--- config.mk ---
export PLATFORM = sky130hd
export DESIGN_NAME = trap_ctrl
export DESIGN_NICKNAME = d
export VERILOG_FILES = /design/src/rtl/trap_ctrl.sv
export SDC_FILE = /design/constraint.sdc
export NUM_CORES = 1
export LEC_CHECK = 0
export CAP_MARGIN = 25
export CORE_MARGIN = 5
export CORE_UTILIZATION = 29
export CTS_CLUSTER_DIAMETER = 200
export DETAILED_ROUTE_END_ITERATION = 10
export GPL_ROUTABILITY_DRIVEN = 0
export GPL_TIMING_DRIVEN = 0
export MAX_ROUTING_LAYER = met4
export PLACE_DENSITY_LB_ADDON = 0.15
export SLEW_MARGIN = 25
export SYNTH_ARGS = -nofsm -noshare
export SYNTH_HDL_FRONTEND = slang
export SYNTH_SLANG_ARGS = --single-unit
--- constraint.sdc ---
create_clock -name clk -period 1.6 [get_ports clk]
set_input_delay 0.32 -clock clk [delete_from_list [all_inputs] [get_ports clk]]
set_output_delay 0.32 -clock clk [all_outputs]
set_load 0.01 [all_outputs]
--- src/rtl/trap_ctrl.sv ---
// trap_ctrl: machine-mode trap sequencer in front of the CSR unit.
// It prioritises interrupts, synchronous exceptions and mret. It then drives
// the CSR strobes and redirects and flushes the fetch path.
// Optional feature macro: TRAP_VECTORED_EN. When it is defined, interrupts use
// vectored mtvec mode (mtvec[1:0]==2'b01).
module trap_ctrl #(
    parameter int MTVEC_ALIGN = 2
) (
    input  logic        clk,
    input  logic        rst,
    input  logic        instr_valid,
    input  logic [31:0] pc,
    input  logic        ecall,
    input  logic        ebreak,
    input  logic        illegal_instr,
    input  logic        misaligned_fetch,
    input  logic        mret,
    input  logic        mstatus_mie,
    input  logic        mie_mtie,
    input  logic        mie_meie,
    input  logic        irq_timer,
    input  logic        irq_ext,
    input  logic [31:0] mtvec_in,
    input  logic [31:0] mepc_in,
    output logic        trap_enter,
    output logic [31:0] trap_pc,
    output logic [31:0] trap_cause,
    output logic        mret_exec,
    output logic        redirect_valid,
    output logic [31:0] redirect_pc,
    output logic        flush,
    output logic        stall,
    output logic        mip_mtip,
    output logic        mip_meip
);

    typedef enum logic [1:0] {IDLE, ENTER, VECTOR, RETURN} state_t;

    localparam logic [31:0] CAUSE_EXT_IRQ   = 32'h8000_000B;
    localparam logic [31:0] CAUSE_TIMER_IRQ = 32'h8000_0007;
    localparam logic [31:0] CAUSE_MISALIGN  = 32'd0;
    localparam logic [31:0] CAUSE_ILLEGAL   = 32'd2;
    localparam logic [31:0] CAUSE_EBREAK    = 32'd3;
    localparam logic [31:0] CAUSE_ECALL     = 32'd11;
    localparam logic [31:0] BASE_MASK       = ~((32'h1 << MTVEC_ALIGN) - 32'h1);

    state_t      state_q, state_d;
    logic [1:0]  mtip_sync, meip_sync;
    logic [31:0] pc_q, cause_q;
    logic        irq_take, exc_take, trap_take, mret_take;
    logic [31:0] cause_sel;
    logic [31:0] vec_base, vec_pc;

    assign mip_mtip   = mtip_sync[1];
    assign mip_meip   = meip_sync[1];
    assign trap_pc    = pc_q;
    assign trap_cause = cause_q;

    // Two-flop synchronisers for the asynchronous interrupt levels.
    // NOTE: sequential state uses non-blocking assignments so every flop samples pre-edge values.
    always_ff @(posedge clk or posedge rst) begin
        if (rst) begin
            mtip_sync <= 2'b00;
            meip_sync <= 2'b00;
        end else begin
            mtip_sync <= {mtip_sync[0], irq_timer};
            meip_sync <= {meip_sync[0], irq_ext};
        end
    end

    // Event detection and cause priority: interrupts first, then exceptions.
    // mret loses to any exception on the same instruction.
    // NOTE: every always_comb output gets a default first, so no path leaves a latch behind.
    always_comb begin
        irq_take  = instr_valid & mstatus_mie &
                    ((mip_meip & mie_meie) | (mip_mtip & mie_mtie));
        exc_take  = instr_valid & (misaligned_fetch | illegal_instr | ebreak | ecall);
        trap_take = irq_take | exc_take;
        mret_take = instr_valid & mret & ~trap_take;
        cause_sel = CAUSE_ECALL;
        if (irq_take && mip_meip && mie_meie) cause_sel = CAUSE_EXT_IRQ;
        else if (irq_take)                    cause_sel = CAUSE_TIMER_IRQ;
        else if (misaligned_fetch)            cause_sel = CAUSE_MISALIGN;
        else if (illegal_instr)               cause_sel = CAUSE_ILLEGAL;
        else if (ebreak)                      cause_sel = CAUSE_EBREAK;
    end

    // Trap vector target. Vectored mode applies to interrupts only.
    always_comb begin
        vec_base = mtvec_in & BASE_MASK;
`ifdef TRAP_VECTORED_EN
        if (mtvec_in[1:0] == 2'b01 && cause_q[31])
            vec_pc = vec_base + {cause_q[29:0], 2'b00};
        else
            vec_pc = vec_base;
`else
        vec_pc = vec_base;
`endif
    end

    // State register plus the pc and cause captured when the trap is accepted.
    always_ff @(posedge clk or posedge rst) begin
        if (rst) begin
            state_q <= IDLE;
            pc_q    <= 32'h0;
            cause_q <= 32'h0;
        end else begin
            state_q <= state_d;
            if (state_q == IDLE && trap_take) begin
                pc_q    <= pc;
                cause_q <= cause_sel;
            end
        end
    end

    // Next state and Moore strobes; decoder flags only matter in IDLE.
    always_comb begin
        state_d        = state_q;
        trap_enter     = 1'b0;
        mret_exec      = 1'b0;
        redirect_valid = 1'b0;
        redirect_pc    = 32'h0;
        flush          = 1'b0;
        stall          = 1'b1;
        unique case (state_q)
            IDLE: begin
                stall = trap_take | mret_take;
                if (trap_take)      state_d = ENTER;
                else if (mret_take) state_d = RETURN;
            end
            ENTER: begin
                trap_enter = 1'b1;
                state_d    = VECTOR;
            end
            VECTOR: begin
                redirect_valid = 1'b1;
                flush          = 1'b1;
                redirect_pc    = vec_pc;
                state_d        = IDLE;
            end
            RETURN: begin
                mret_exec      = 1'b1;
                redirect_valid = 1'b1;
                flush          = 1'b1;
                redirect_pc    = mepc_in;
                state_d        = IDLE;
            end
            default: state_d = IDLE;
        endcase
    end

endmodule

==> results <==
cells in the mapped netlist, types with 2 or more instances:
| library cell | number |
|---|---|
| mux2_2 | 7 |
| mux2i_1 | 30 |
| nand2_1 | 2 |
| o22ai_1 | 2 |
| buf_2 | 3 |
| buf_4 | 28 |
| nor2_1 | 32 |
| buf_6 | 3 |
| clkbuf_1 | 4 |
| and3_1 | 2 |
| mux2_4 | 28 |
| dfrtp_1 | 43 |
| inv_1 | 4 |
cell families after synthesis:
kind of cell / Yosys count / synth area share (%)
mux: 65 / 32.4
simple gates: 44 / 8.20
flops: 43 / 43.5
buf+inv: 43 / 11.8
compound gates: 10 / 3.90
other cells: 1 / 0.152
per-stage QoR:
step                worst slack [ns]  power, W  std cells  util, %  hold WS, ns
floorplan                    -0.0762   0.00411        232        -        0.331
CTS                           -0.207   0.00750        546     59.1        0.352
global placement              -0.963   0.00620        519     55.0        0.336
finish                        -0.141   0.00738        550     59.2        0.354
detailed placement            -0.972   0.00627        520     55.4        0.340
global route                  -0.236   0.00786        550     59.2        0.362
state kept, by name, summed over array words and instances (netlist names):
signal,flops
state_q,2
mtip_sync,2
meip_sync,2
trap_cause,5
trap_pc,32
layer usage:
metal  share of wire, %  up-vias  wire length, microns
li1                   -     1126                     -
met1                 37     1076                  3100
met2                 53      114                  4470
met3                8.8        5                   739
met4               0.85        0                    71
met5                  0        -                     0
final cells by class:
class | instances | area (sq um) | share of cell area, %
repair buffers | 204 | 1930 | 39.6
well taps | 105 | 131 | 2.69
clock inverters | 2 | 12.5 | 0.256
diodes | 1 | 2.50 | 0.0512
inverters | 4 | 15.0 | 0.307
clock buffers | 6 | 72.6 | 1.48
multi-input cells | 146 | 1290 | 26.4
flip-flops and latches | 43 | 1080 | 22.0
plain buffers | 39 | 353 | 7.22
worst max-delay path, stage by stage (launching register included):
cell,delay [ns]
dfrtp_1,0.38
buf_6,0.14
buf_12,0.12
buf_12,0.14
mux2i_1,0.11
nor2_1,0.09
buf_2,0.15
worst paths after layout:
check	from	end	slack [ns]	cells past startpoint
setup / recovery	state_q[0]	redirect_pc[2]	-0.14	6
hold reg to reg	mtip_sync[0]	mtip_sync[1]	0.35	0
min in group asynchronous	rst	trap_pc[30]	0.37	2
max in group asynchronous	rst	trap_pc[27]	0.75	3
hold / removal	mtip_sync[0]	mtip_sync[1]	0.35	0
setup reg to reg	state_q[0]	trap_pc[21]	-0.05	6
report_power, final:
part / total [W] / internal [W] / switching, W
Sequential: 0.00186 / 0.00159 / 0.000270
Clock: 0.000671 / 0.000305 / 0.000366
Combinational: 0.00484 / 0.00304 / 0.00180
what timing repair did:
action                                  in CTS  in global routing
gates cloned                                 3                  0
pin swaps                                    7                  6
endpoints found under the setup margin      76                 74
gates resized for setup                    206                 16
buffers inserted                            15                  7
endpoints found under the hold margin        0                  0
==> results.py <==
metrics = {
    "logic_synthesis": {
        "synth_top_cell_area_share_pct": 43.5,
        "syn_inst": 206,
        "synth-main-ff-cell": "dfrtp_1",
        "ys_seq_elements": 43,
        "synthArstFlopShare_pct": 100,
        "avgSynthCellArea_sq_um": 12.0,
        "netlist_area_sq_mm": 0.00247,
        "netlist-cell-type-count": 31,
        "synth_edf_count": 0,
        "seq_area_frac_synth_pct": 43.5,
        "yosys.area.top_type": "dfrtp_1",
        "ys_warn_count": 0,
        "ys_top_cells_by_area": "dfrtp_1 (44%), mux2_4 (17%), mux2i_1 (12%), buf_4 (8.5%), nor2_1 (4.9%)",
    },
    "die": {
        "io_pins": 212,
        "core-area_sq_mm": 0.00826,
        "die_area_sq_mm": 0.0105,
        "std_cell_rows": 33,
        "initial_core_util_pct": 29.9,
        "die_w_microns": 102,
        "die_h_microns": 102,
    },
    "clocking": {
        "cts.sinks": 43,
        "clock_path_buffers": 2,
        "clk_pin_slew_ns": 0.08,
        "cts.htree.levels": 2,
        "cts_hold_buf": 0,
        "cts_buffers": 5,
        "tritoncts": "yes",
        "clock-root-buffer": "clkbuf_8",
        "clock_latency_ns": 0.29,
    },
    "global_routing": {
        "grtUsageMet2_pct": 28.2,
        "grt_max_degree": 23,
        "overflow": 0,
        "grtUsageTotal_pct": 16.0,
        "gr-usage-met1_pct": 17.3,
        "grt.busiest_layer": "met2",
        "use_met3_pct": 5.80,
        "grt_pass1_wl_mm": 12.6,
        "grt_pass1_vias": 2513,
        "antenna_found_initial": 1,
    },
    "worst_setup_path": {
        "arrival_ns": 1.42,
        "cp_max_fo": 10,
        "critical_path_class": "reg2out",
        "start_kind": "flip-flop",
        "end_kind": "output pin",
        "crit_required_ns": 1.28,
    },
    "layout": {
        "drive_above_1_share_pct": 34.7,
        "syn_to_final_growth_pct": 97.8,
        "finalNetCount": 552,
        "final_cell_mix": "clkdlybuf4s50_1 (134), dfrtp_1 (42), buf_4 (38)",
        "filler_cell_count": 744,
        "final_area_sq_mm": 0.00489,
        "final_common_cell": "clkdlybuf4s50_1",
    },
    "timing": {
        "setup-tns-final_ns": -4.98,
        "finalCriticalPeriod_ns": 1.74,
        "slew_viol_final": 0,
        "maxSlewHeadroom_pct": 66.3,
        "finalCritPeriodShare_pct": 109,
        "hold_viol": 0,
        "finalSetupViolCount": 69,
        "setup_slack_ns": -0.141,
        "fmax_ghz": 0.574,
        "grt_setup_unrepaired": "yes",
        "clock_skew_ns": 0.00586,
        "tightest_slew_ns": 0.505,
    },
    "status": {
        "status": "finished with violations",
        "violations": "negative setup slack",
    },
    "drt": {
        "drt_iter0_markers": 30,
        "vias": 2321,
        "drc": 0,
        "avgRoutedWirePerCell_microns": 15.2,
        "drt.antenna.violating_nets": 0,
        "routed_via_density": 4.22,
        "postRouteWirelength_mm": 8.37,
        "dr.pass1.iters": 2,
    },
    "pwr": {
        "ir_worst_vdd_mv": 0.496,
        "power.density_mw_per_mm2": 1510,
        "power_leakage_nw": 2.33,
    },
    "placement": {
        "place_area_sq_mm": 0.00457,
        "portBuffers": 182,
        "dpl.hpwl_mm": 6.84,
    },
    "job": {
        "maxCapViolations": 0,
    },
    "hold_path": {
        "holdCritPathClass": "reg2reg",
    },
}
(Power assumes the default switching activity.)
